===== src/rtl/garegga_sndcmd_tx.sv =====
// rtl/garegga_sndcmd_tx.sv - 68k-side sound-command mailbox transmitter (FIFO + Z80INT/WAIT handshake)
//
// Purpose:
//   Queues 68k sound-command writes in a small FIFO and hands them to the
//   sound subsystem one at a time. Each command is placed on SOUNDLATCH, a
//   Z80INT pulse of INT_HOLD cycles is raised, and the transmitter then waits
//   for the sound side to raise and clear WAIT. A single low cycle (GAP)
//   always separates consecutive Z80INT pulses. A stuck handshake is
//   abandoned after TIMEOUT cycles in SYNC or ACK and flagged on TMO.
//
// Parameters:
//   DEPTH     FIFO entries (power of two, 2..16)
//   INT_HOLD  cycles Z80INT stays high per command
//   TIMEOUT   cycles allowed in SYNC or ACK before the command is abandoned
//
// Ports:
//   CLK96       in   1  clock
//   RESET96_N   in   1  asynchronous active-low reset
//   CMD_WR      in   1  command write strobe
//   CMD_DIN     in   8  command byte
//   CLR_ERR     in   1  clears OVERRUN and TMO (a same-cycle set wins)
//   WAIT        in   1  sound-side handshake flag (already in CLK96 domain)
//   SOUNDLATCH  out  8  command byte presented to the sound side
//   Z80INT      out  1  interrupt request, rising-edge significant
//   BUSY        out  1  transfer in progress or FIFO non-empty
//   FULL        out  1  FIFO full
//   LEVEL       out  5  FIFO occupancy
//   OVERRUN     out  1  sticky: write while full
//   TMO         out  1  sticky: handshake timed out

module garegga_sndcmd_tx #(
    parameter int DEPTH    = 4,
    parameter int INT_HOLD = 8,
    parameter int TIMEOUT  = 65535
) (
    input  logic       CLK96,
    input  logic       RESET96_N,
    input  logic       CMD_WR,
    input  logic [7:0] CMD_DIN,
    input  logic       CLR_ERR,
    input  logic       WAIT,
    output logic [7:0] SOUNDLATCH,
    output logic       Z80INT,
    output logic       BUSY,
    output logic       FULL,
    output logic [4:0] LEVEL,
    output logic       OVERRUN,
    output logic       TMO
);

    localparam int AW = $clog2(DEPTH);
    localparam int HW = $clog2(INT_HOLD + 1);
    localparam int TW = $clog2(TIMEOUT + 1);

    typedef enum logic [2:0] {
        S_IDLE   = 3'd0,
        S_ASSERT = 3'd1,
        S_SYNC   = 3'd2,
        S_ACK    = 3'd3,
        S_GAP    = 3'd4
    } state_t;

    state_t          r_state;
    state_t          w_next;

    logic [7:0]      r_mem [DEPTH];
    logic [AW-1:0]   r_wptr;
    logic [AW-1:0]   r_rptr;
    logic [4:0]      r_level;
    logic [7:0]      r_latch;
    logic [HW-1:0]   r_hold;
    logic [TW-1:0]   r_tcnt;
    logic            r_ovr;
    logic            r_tmo;

    logic            w_full;
    logic            w_push;
    logic            w_pop;
    logic            w_ovr_set;
    logic            w_tmo_set;
    logic            w_hold_done;
    logic            w_tmo_hit;
    logic            w_hold_run;
    logic            w_tcnt_run;

    // ------------------------------------------------------------------
    // Next-state and control decode
    // ------------------------------------------------------------------
    always_comb begin
        w_full      = (r_level == 5'(DEPTH));
        w_push      = CMD_WR && !w_full;
        w_ovr_set   = CMD_WR && w_full;
        w_hold_done = (r_hold == HW'(INT_HOLD - 1));
        w_tmo_hit   = (r_tcnt == TW'(TIMEOUT - 1));
        w_pop       = 1'b0;
        w_tmo_set   = 1'b0;
        w_next      = r_state;

        case (r_state)
            S_IDLE: begin
                if (r_level != 5'd0) begin
                    w_pop  = 1'b1;
                    w_next = S_ASSERT;
                end
            end
            S_ASSERT: begin
                if (w_hold_done) begin
                    w_next = S_SYNC;
                end
            end
            S_SYNC: begin
                // WAIT wins over an expiring timeout on the same cycle.
                if (WAIT) begin
                    w_next = S_ACK;
                end else if (w_tmo_hit) begin
                    w_tmo_set = 1'b1;
                    w_next    = S_GAP;
                end
            end
            S_ACK: begin
                if (!WAIT) begin
                    w_next = S_GAP;
                end else if (w_tmo_hit) begin
                    w_tmo_set = 1'b1;
                    w_next    = S_GAP;
                end
            end
            S_GAP: begin
                w_next = S_IDLE;
            end
            default: begin
                w_next = S_IDLE;
            end
        endcase

        // Counters run only while staying in their state; any transition
        // (including SYNC -> ACK) restarts them from zero.
        w_hold_run = (r_state == S_ASSERT) && (w_next == S_ASSERT);
        w_tcnt_run = ((r_state == S_SYNC) || (r_state == S_ACK)) && (w_next == r_state);
    end

    // ------------------------------------------------------------------
    // State register
    // ------------------------------------------------------------------
    always_ff @(posedge CLK96 or negedge RESET96_N) begin
        if (!RESET96_N) begin
            r_state <= S_IDLE;
        end else begin
            r_state <= w_next;
        end
    end

    // ------------------------------------------------------------------
    // Hold and timeout counters
    // ------------------------------------------------------------------
    always_ff @(posedge CLK96 or negedge RESET96_N) begin
        if (!RESET96_N) begin
            r_hold <= '0;
            r_tcnt <= '0;
        end else begin
            r_hold <= w_hold_run ? (r_hold + HW'(1)) : '0;
            r_tcnt <= w_tcnt_run ? (r_tcnt + TW'(1)) : '0;
        end
    end

    // ------------------------------------------------------------------
    // FIFO storage (contents need no reset; pointers and level do)
    // ------------------------------------------------------------------
    always_ff @(posedge CLK96) begin
        if (w_push) begin
            r_mem[r_wptr] <= CMD_DIN;
        end
    end

    always_ff @(posedge CLK96 or negedge RESET96_N) begin
        if (!RESET96_N) begin
            r_wptr  <= '0;
            r_rptr  <= '0;
            r_level <= 5'd0;
        end else begin
            if (w_push) begin
                r_wptr <= r_wptr + AW'(1);
            end
            if (w_pop) begin
                r_rptr <= r_rptr + AW'(1);
            end
            case ({w_push, w_pop})
                2'b10:   r_level <= r_level + 5'd1;
                2'b01:   r_level <= r_level - 5'd1;
                default: r_level <= r_level;
            endcase
        end
    end

    // ------------------------------------------------------------------
    // Command latch: loaded only by the sending FSM on a pop
    // ------------------------------------------------------------------
    always_ff @(posedge CLK96 or negedge RESET96_N) begin
        if (!RESET96_N) begin
            r_latch <= 8'h00;
        end else if (w_pop) begin
            r_latch <= r_mem[r_rptr];
        end
    end

    // ------------------------------------------------------------------
    // Sticky error flags: set has priority over CLR_ERR
    // ------------------------------------------------------------------
    always_ff @(posedge CLK96 or negedge RESET96_N) begin
        if (!RESET96_N) begin
            r_ovr <= 1'b0;
            r_tmo <= 1'b0;
        end else begin
            r_ovr <= w_ovr_set || (r_ovr && !CLR_ERR);
            r_tmo <= w_tmo_set || (r_tmo && !CLR_ERR);
        end
    end

    // ------------------------------------------------------------------
    // Outputs: all decoded from registers so reset reaches them at once
    // ------------------------------------------------------------------
    assign SOUNDLATCH = r_latch;
    assign Z80INT     = (r_state == S_ASSERT);
    assign BUSY       = (r_state != S_IDLE) || (r_level != 5'd0);
    assign FULL       = w_full;
    assign LEVEL      = r_level;
    assign OVERRUN    = r_ovr;
    assign TMO        = r_tmo;

endmodule


===== config.mk =====
export PLATFORM = sky130hd
export DESIGN_NAME = garegga_sndcmd_tx
export DESIGN_NICKNAME = d
export VERILOG_FILES = /design/src/rtl/garegga_sndcmd_tx.sv
export SDC_FILE = /design/constraint.sdc
export NUM_CORES = 1
export LEC_CHECK = 0
export BUFFER_PORTS_ARGS = -buffer_cell sky130_fd_sc_hd__buf_2
export CAP_MARGIN = 0
export CORE_MARGIN = 8
export CORE_UTILIZATION = 55
export DETAILED_ROUTE_END_ITERATION = 6
export PLACE_DENSITY = 0.75
export SETUP_SLACK_MARGIN = 0.1
export SYNTH_ARGS = -nofsm -noshare
export SYNTH_HDL_FRONTEND = slang
export SYNTH_SLANG_ARGS = --single-unit

===== constraint.sdc =====
create_clock -name CLK96 -period 3.26 [get_ports CLK96]
set_clock_uncertainty 0.05 [all_clocks]
set_input_delay 0.652 -clock CLK96 [delete_from_list [all_inputs] [get_ports CLK96]]
set_output_delay 0.652 -clock CLK96 [all_outputs]
set_load 0.05 [all_outputs]

# == Word level (Yosys, flattened, before mapping) ==
# Memory sizes are Yosys's and may differ from the RTL's. A register that Yosys moved wholly into a read port is not among the register bits.
# Cells that the tools add are included.
# op_classes
n_eq_ne,10
mux,17
n_reduce_logical,17
addsub,6
# op_table
cell,count
adder 16 x 1 -> 16 bit (second input constant),1
equality test 16 bit (second input constant),1
2-to-1 mux 16 bit,1
2-to-1 mux 3 bit,5
case mux 3 bit (4 select lines),1
case mux 5 bit (2 select lines),1
2-to-1 mux 1 bit,7
equality test 3 x 1 -> 1 bit (second input constant),2
equality test 3 x 2 -> 1 bit (second input constant),2
logical AND 1 bit,6
adder 5 x 1 -> 5 bit (second input constant),1
equality test 5 x 3 -> 1 bit (second input constant),1
nonzero test 5 bit,1
subtractor 5 x 1 -> 5 bit (second input constant),1
adder 2 x 1 -> 2 bit (second input constant),2
adder 4 x 1 -> 4 bit (second input constant),1
equality test 4 x 3 -> 1 bit (second input constant),1
logical OR 1 bit,4
2-to-1 mux 4 bit,1
equality test 3 bit,1
zero test 1 bit,3
zero test 3 bit,1
nonzero test 3 bit,1
equality test 2 x 1 -> 1 bit (second input constant),1
3 further kinds,3
# word_totals
in_bits,13
mem_count,1
output_inout_bits,18
mem_bits_rw,32
reg_bits,34
# memory_table
name,depth,word_bits,read_ports,rd_clocked_by_memory_dff,write_ports,line_no,text
r_mem,4,8,1,1,1,66,logic [7:0] r_mem [DEPTH];

# == Depth between registers and ports, before layout ==
# Gate-level depths: netlist (run 1).
# logic_depth
depth_word,7
ltp_mapped,11
depth_no_buf,11

# == Worst setup path after synthesis (run 1) ==
# Ideal clock, no wire load.
# synth_path
path_kind,reg2reg
from,reg r_level[1] (netlist: LEVEL[1])
to,reg r_level[4] (netlist: LEVEL[4])
period_less_slack_ns,2.916
arrival_time_ns,2.712
setup_slack_ns,0.344
stages_incl_launch_ff,11
required_ns,3.056
path_cell_list,dfrtp_1 -> nor4_4 -> nand2_1 -> and2_1 -> inv_1 -> ha_1 -> ha_1 -> nor2b_1 -> o21a_1 -> o311ai_0 -> o311ai_0
# synth_between
elab_chain_cells,5
# synth_rtl
item,line_no,text
from (decl),69,logic [4:0] r_level;
from (signal assigned),188,2'b10: r_level <= r_level + 5'd1;
from (signal assigned),189,2'b01: r_level <= r_level - 5'd1;
from (signal assigned),190,default: r_level <= r_level;
nonzero test 5 bit or equality test 5 x 3 -> 1 bit (tied branches),"101, 90",
2-to-1 mux 1 bit or zero test 1 bit (tied branches),"101, 91",
2-to-1 mux 1 bit or logical AND 1 bit (tied branches),"99, 91",
equality test 2 x 1 -> 1 bit or equality test 2 bit (tied branches),187,"case ({w_push, w_pop})"
case mux 5 bit (2 select lines) or nonzero test 2 bit (tied branches),n/a,
# Parallel ways exist; a longest one is shown, timed or not.
# A chain may end at the register's enable or synchronous reset.

# == Worst setup path after layout (run 1) ==
# layout_path
from,reg r_level[4] (netlist: LEVEL[4])
to,reg r_level[4] (netlist: LEVEL[4])
# The elaborated chain is that of the path after synthesis.

==> results of run 1 <==
-- path summary, 6_finish.rpt --
check | slack, ps | depth (start not counted) | endpoint
max reg2reg | 410 | 10 | LEVEL[4]
max | 410 | 10 | LEVEL[4]
max in group asynchronous | 2150 | 1 | r_tcnt[2]
min in group CLK96 | 410 | 1 | r_hold[0]
min reg2reg | 410 | 1 | r_hold[0]
min | 410 | 1 | r_tcnt[3]
-- routing by layer --
layer | GRT usage, % | routed length [um] | up-vias | share of wire (%)
met3 | 4.88 | 238 | 8 | 4.1
met5 | 0 | 0 | - | 0
met4 | 4.10 | 62 | 0 | 1.1
met2 | 24.3 | 3020 | 39 | 52
li1 | - | - | 953 | -
met1 | 17.3 | 2480 | 959 | 43
-- power groups by stage --
stage	Clock [W]	Combinational [W]	Sequential, W
after floorplan	0	0.000675	0.00164
after global placement	0	0.00114	0.00143
after detailed placement	0	0.00116	0.00145
after CTS	0.000775	0.00116	0.00143
after global routing	0.000827	0.00126	0.00145
final	0.000759	0.00115	0.00142
-- sequential cells by signal, summed over array words and instances (netlist names) --
| signal | count |
|---|---|
| TMO | 1 |
| r_wptr | 2 |
| r_mem | 32 |
| r_state | 3 |
| LEVEL | 5 |
| r_rptr | 2 |
| r_hold | 4 |
| r_tcnt | 16 |
| SOUNDLATCH | 8 |
| OVERRUN | 1 |
-- per-stage QoR --
| step | setup WS (ps) | cells | total power [W] | hold WS [ps] |
|---|---|---|---|---|
| floorplan | 344 | 244 | 0.00232 | 306 |
| global placement | 444 | 343 | 0.00257 | 397 |
| detailed placement | 291 | 343 | 0.00261 | 407 |
| CTS | 261 | 359 | 0.00337 | 417 |
| global route | 188 | 360 | 0.00353 | 428 |
| finish | 406 | 360 | 0.00333 | 406 |
-- cell families (layout without fill, tap and decap cells) --
family,count (synthesis),in the layout
fa+ha+maj,12,12
flops,74,74
xor+xnor,22,22
compound gates,20,20
simple gates,78,78
mux,17,17
buf+inv,21,62
-- area by class of cell --
type,count,area [um2]
flip-flops and latches,74,2010
fillers,446,2110
multi-input cells,149,1240
clock buffers,11,131
repair buffers,32,165
inverters,14,52.6
well taps,75,93.8
clock inverters,5,80.1
-- timing repair --
item / 4_1_cts / 5_1_grt
buffers inserted: 0 / 1
setup endpoints to repair: 0 / 1
hold buffers: 0 / 0
-- Yosys cell counts, drive strengths merged (2+ instances only) --
library cell | count | share of area [%]
edfxtp | 32 | 29
and2 | 3 | 0.56
inv | 14 | 1.6
clkbuf | 3 | 0.34
o21ai | 5 | 0.75
nand2 | 10 | 1.1
and3 | 4 | 0.75
nor3 | 5 | 0.75
a22o | 2 | 0.52
buf | 4 | 0.86
mux2 | 9 | 3.0
a21oi | 2 | 0.30
o311ai | 2 | 0.52
nand3 | 9 | 1.3
xnor2 | 12 | 3.1
nor4 | 7 | 2.2
ha | 11 | 4.1
dfrtp | 42 | 31
nand4 | 6 | 2.2
nor3b | 2 | 0.45
xor2 | 10 | 2.6
nor2 | 24 | 2.7
nor2b | 3 | 0.56
mux4 | 8 | 5.4
nand2b | 2 | 0.37
-- worst max-delay path: stages (launching register included) --
cell and delay [ps]:
dfrtp_1 440, nor4_4 320, nand2_1 160, and2_1 230, inv_1 70, ha_1 300
ha_1 320, nor2b_1 160, o21a_1 190, o311ai_0 290, o311ai_0 190
==> results.toml, run 1 <==
[outcome]
status = "finished clean"

[timing]
tightest_slew_ps = 953
timing.fmax_mhz = 350
slew-limit-headroom_pct = 36.4
hold_violations = 0
layout_min_cycle_time_ps = 2850
setup_viol = 0
finalCritPeriodShare_pct = 87.5
grt_setup_unrepaired = "false"
fin_setup_tns_ps = 0
slew_viol_final = 0

[place]
dpl_cell_area_um2 = 3560
hpwl_um = 4170
routabilityCongestion = 0.809
portBuffers = 30

[floorplanning]
rows = 28
die_w_um = 94.0
initial_core_util_pct = 56.8
core_area_um2 = 5890
io_pins = 31
die_area_um2 = 8830
dieHeight_um = 94.0

[clock_tree]
root_buffer = "clkbuf_8"
cts_buffer_depth = 2
worstSkewPairLatency_ps = 330
cts_resized = 0
cts_made_buffers = 9
htreeDepth = 3
cts_sinks = 74
clkTransAtPathRegs_ps = 80
tritoncts = "yes"

[power]
power.internal_w = 0.00208
powerDensity_nw_per_um2 = 883
power_frac_seq_pct = 42.7
power_leakage_nw = 1.56
p_comb_share_pct = 34.5
sw_frac_of_total_pct = 37.7
p_switching_w = 0.00126
pwr-share-clk_pct = 22.8
ir_drop_mv = 0.504

[cells_and_area]
layout_common_cells = "dfrtp_1 (42), edfxtp_1 (32), buf_2 (30)"
design_area_um2 = 3770
nNetsFinal = 305
antennaDiodeCount = 0
final_common_cell = "dfrtp_1"
drive_gt1_share_pct = 24.6
finish.utilization_pct = 64.1
area_delta_synth_final_pct = 12.9

[synthesis]
synthSimpleGateAreaFrac_pct = 13.8
synth-xor-area-share_pct = 5.76
postSynth.asyncResetShare_pct = 56.8
synth-adder-area-share_pct = 4.71
ys_ff_latch = 74
yosysWarnings = 0
synth_compound_area_share_pct = 4.38
netlist-cell-type-count = 43
ys.flop_type = "dfrtp_1"
synth_seq_area_share_pct = 60.2
avgSynthCellArea_um2 = 13.7
syn-num-nets = 269
synthMuxAreaShare_pct = 8.42
syn_area_um2 = 3340
synth_edf_count = 32
syn_inst = 244
synth_top_family_by_area = "simple AND/OR/NAND/NOR gates"

[grt]
first_global_vias = 2049
antenna_found_initial = 0
grt_first_pass_wirelength_um = 9830
grt_max_degree = 43
gr-usage-all-layers_pct = 14.5
globalRoute.totalOverflow = 0

[routing]
drcViolationCount = 0
first_iter_violations = 79
wirelength_um = 5800
avgRoutedWirePerCell_um = 16.1
vias = 1959
postRouteAntennaNets = 0
drt_pass1_iterations = 4
vias_per_cell = 5.44

[critical_path]
cp.arrival_ps = 2990
startpoint_type = "flip-flop"
critPathLaunch = "LEVEL[4]"
endpoint_kind = "flip-flop"
path_class = "flip-flop to flip-flop"
r2r-start = "LEVEL[4]"
critical_path.max_fanout = 8
cp_data_required_time_ps = 3390

[worst_hold_path]
hp-class = "input port to asynchronous set/reset pin"

[flow_run]
drv_cap = 0
(Power assumes the default switching activity.)
==> run 2: changes to the inputs <==
--- a/config.mk
+++ b/config.mk
@@ -5,12 +5,12 @@
 export SDC_FILE = /design/constraint.sdc
 export NUM_CORES = 1
 export LEC_CHECK = 0
-export BUFFER_PORTS_ARGS = -buffer_cell sky130_fd_sc_hd__buf_2
 export CAP_MARGIN = 0
 export CORE_MARGIN = 8
 export CORE_UTILIZATION = 55
 export DETAILED_ROUTE_END_ITERATION = 6
-export PLACE_DENSITY = 0.75
+export DONT_BUFFER_PORTS = 1
+export PLACE_DENSITY = 0.7
 export SETUP_SLACK_MARGIN = 0.1
 export SYNTH_ARGS = -nofsm -noshare
 export SYNTH_HDL_FRONTEND = slang
==> run 2 against run 1 <==
  * Critical path depth stayed put
  * Final cell count is 6.7% lower
  * Non-clock buffer count is 24 lower
  * First-iteration DRC count is 1.3% higher
  * Highest routed layer unchanged
==> results.toml, run 2 (synthesized netlist as in run 1, its figures left out) <==
[cells_and_area]
drive_gt1_share_pct = 18.8
largest_reg_flops = 32
final_common_cell = "dfrtp_1"
top_register = "r_mem"
antennaDiodeCount = 0
area_delta_synth_final_pct = 9.58
layout_common_cells = "dfrtp_1 (42), edfxtp_1 (32), nor2_1 (24)"
nNetsFinal = 281

[power]
p_switching_w = 0.00125
power_leakage_nw = 1.46
sw_frac_of_total_pct = 39.4
powerDensity_nw_per_um2 = 866
power_frac_seq_pct = 50.3
ir_drop_mv = 0.445
p_comb_share_pct = 29.4
power.internal_w = 0.00192
pwr-share-clk_pct = 20.4

[routing]
drcViolationCount = 0
drt_pass1_iterations = 4
dr_wl_met2_um = 2780
met3_length_um = 326
vias = 1895
postRouteAntennaNets = 0
wirelength_um = 5720
highest_layer = "met4"
avgRoutedWirePerCell_um = 17.0
first_iter_violations = 80
vias_per_cell = 5.64
routedLengthMet1_um = 2530

[timing]
finalCritPeriodShare_pct = 89.0
fin_setup_tns_ps = 0
timing.fmax_mhz = 345
grt_setup_unrepaired = "false"
slew_viol_final = 0
tightest_slew_ps = 666
hold_ws_ps = 85.0
setup_viol = 0
layout_min_cycle_time_ps = 2900
hold_violations = 0
slew-limit-headroom_pct = 55.6

[grt]
grt_max_degree = 43
gr-usage-all-layers_pct = 14.6
grt_first_pass_wirelength_um = 9690
first_global_vias = 1939
globalRoute.totalOverflow = 0
antenna_found_initial = 0

[critical_path]
cp_cell_sequence = "nor4_4, nand2_1, and2_1, inv_1, ha_2, ha_1, nor2b_1, o21a_1, o311ai_0, o311ai_0"
endpoint_kind = "flip-flop"
slowest_stage = "dfrtp_1"
rr_worst_depth = 10
path_class = "flip-flop to flip-flop"
critPathLaunch = "LEVEL[1]"
cp_data_required_time_ps = 3390
crit_end = "LEVEL[4]"
r2r-start = "LEVEL[1]"
r2r_end = "LEVEL[4]"
critical_path.max_fanout = 8
critPathMaxStageDelay_ps = 410
cp.arrival_ps = 3030
cp_common_cell = "o311ai_0"
r2r_slack_ps = 360
startpoint_type = "flip-flop"

[place]
hpwl_um = 4040
portBuffers = 0
routabilityCongestion = 0.733

[clock_tree]
cts_made_buffers = 9
clkTransAtPathRegs_ps = 80
cts_sinks = 74
root_buffer = "clkbuf_8"
worstSkewPairLatency_ps = 340
tritoncts = "yes"
cts_buffer_depth = 2
htreeDepth = 3
post_cts_buffers = 0

[outcome]
status = "finished clean"

[floorplanning]
rows = 28
die_area_um2 = 8830
die_w_um = 94.0
dieHeight_um = 94.0
initial_core_util_pct = 56.8
io_pins = 31
core_area_um2 = 5890

[flow_run]
drv_cap = 0

[worst_hold_path]
hp-class = "input port to asynchronous set/reset pin"
run 2: changes by cell type in the layout (fill, tap and decap cells not counted), sizes merged:
| cell | delta |
|---|---|
| buf | -24 |
| bufinv | -2 |
| inv | +2 |
run 2: per-layer routing:
| layer | vias up | GRT usage (%) |
|---|---|---|
| met5 | - | 0 |
| met4 | 0 | 6.08 |
| met3 | 11 | 5.36 |
| met2 | 33 | 22.1 |
| met1 | 953 | 18.4 |
| li1 | 898 | - |
run 2: stage by stage:
stage	instance area [um2]	util (%)	total power [W]	worst slack, ps	instances
final	3660	62.3	0.00317	358	336
after global routing	3660	62.3	0.00338	118	336
after CTS	3660	62.2	0.00322	308	336
after detailed placement	3460	58.7	0.00256	294	319
after global placement	3460	58.7	0.00253	466	319
after floorplan	3340	-	0.00232	344	244
run 2: area by class of cell:
type | count | area, um2
fill | 456 | 2220
sequential | 74 | 2010
multi-input combinational | 149 | 1250
clock buffer | 11 | 141
tap | 75 | 93.8
timing repair buffer | 8 | 80.1
inverter | 14 | 52.6
clock inverter | 5 | 37.5
run 2: power groups by stage:
stage | combinational, W | clock [W] | sequential, W
finish | 0.000932 | 0.000646 | 0.00160
detailed placement | 0.000928 | 0 | 0.00163
global placement | 0.000909 | 0 | 0.00162
global route | 0.00104 | 0.000708 | 0.00164
floorplan | 0.000675 | 0 | 0.00164
CTS | 0.000944 | 0.000665 | 0.00161
run 2: worst min path at each step:
| stage | end | cells past startpoint | startpoint |
|---|---|---|---|
| 2_1_floorplan | LEVEL[0] | 0 | RESET96_N |
| 3_3_place_gp | r_tcnt[3] | 0 | RESET96_N |
| 3_5_place_dp | r_tcnt[3] | 0 | RESET96_N |
| 4_1_cts | r_tcnt[3] | 1 | RESET96_N |
| 5_1_grt | r_tcnt[3] | 1 | RESET96_N |
| 6_report | r_tcnt[3] | 1 | RESET96_N |
run 2: what timing repair did:
action | in CTS | in global routing
endpoints found under the hold margin | 42 | 0
hold buffers | 1 | 0
resized for setup | 0 | 1
endpoints found under the setup margin | 0 | 1
run 2: worst max-delay path, delay by kind of cell, from the launching register on:
kind	cells	cell delay [ps]
DFF	1	410
and+or+nand+nor	4	910
AOI/OAI and AO/OA	3	770
buffers and inverters	1	70
adders and majority gates	2	550
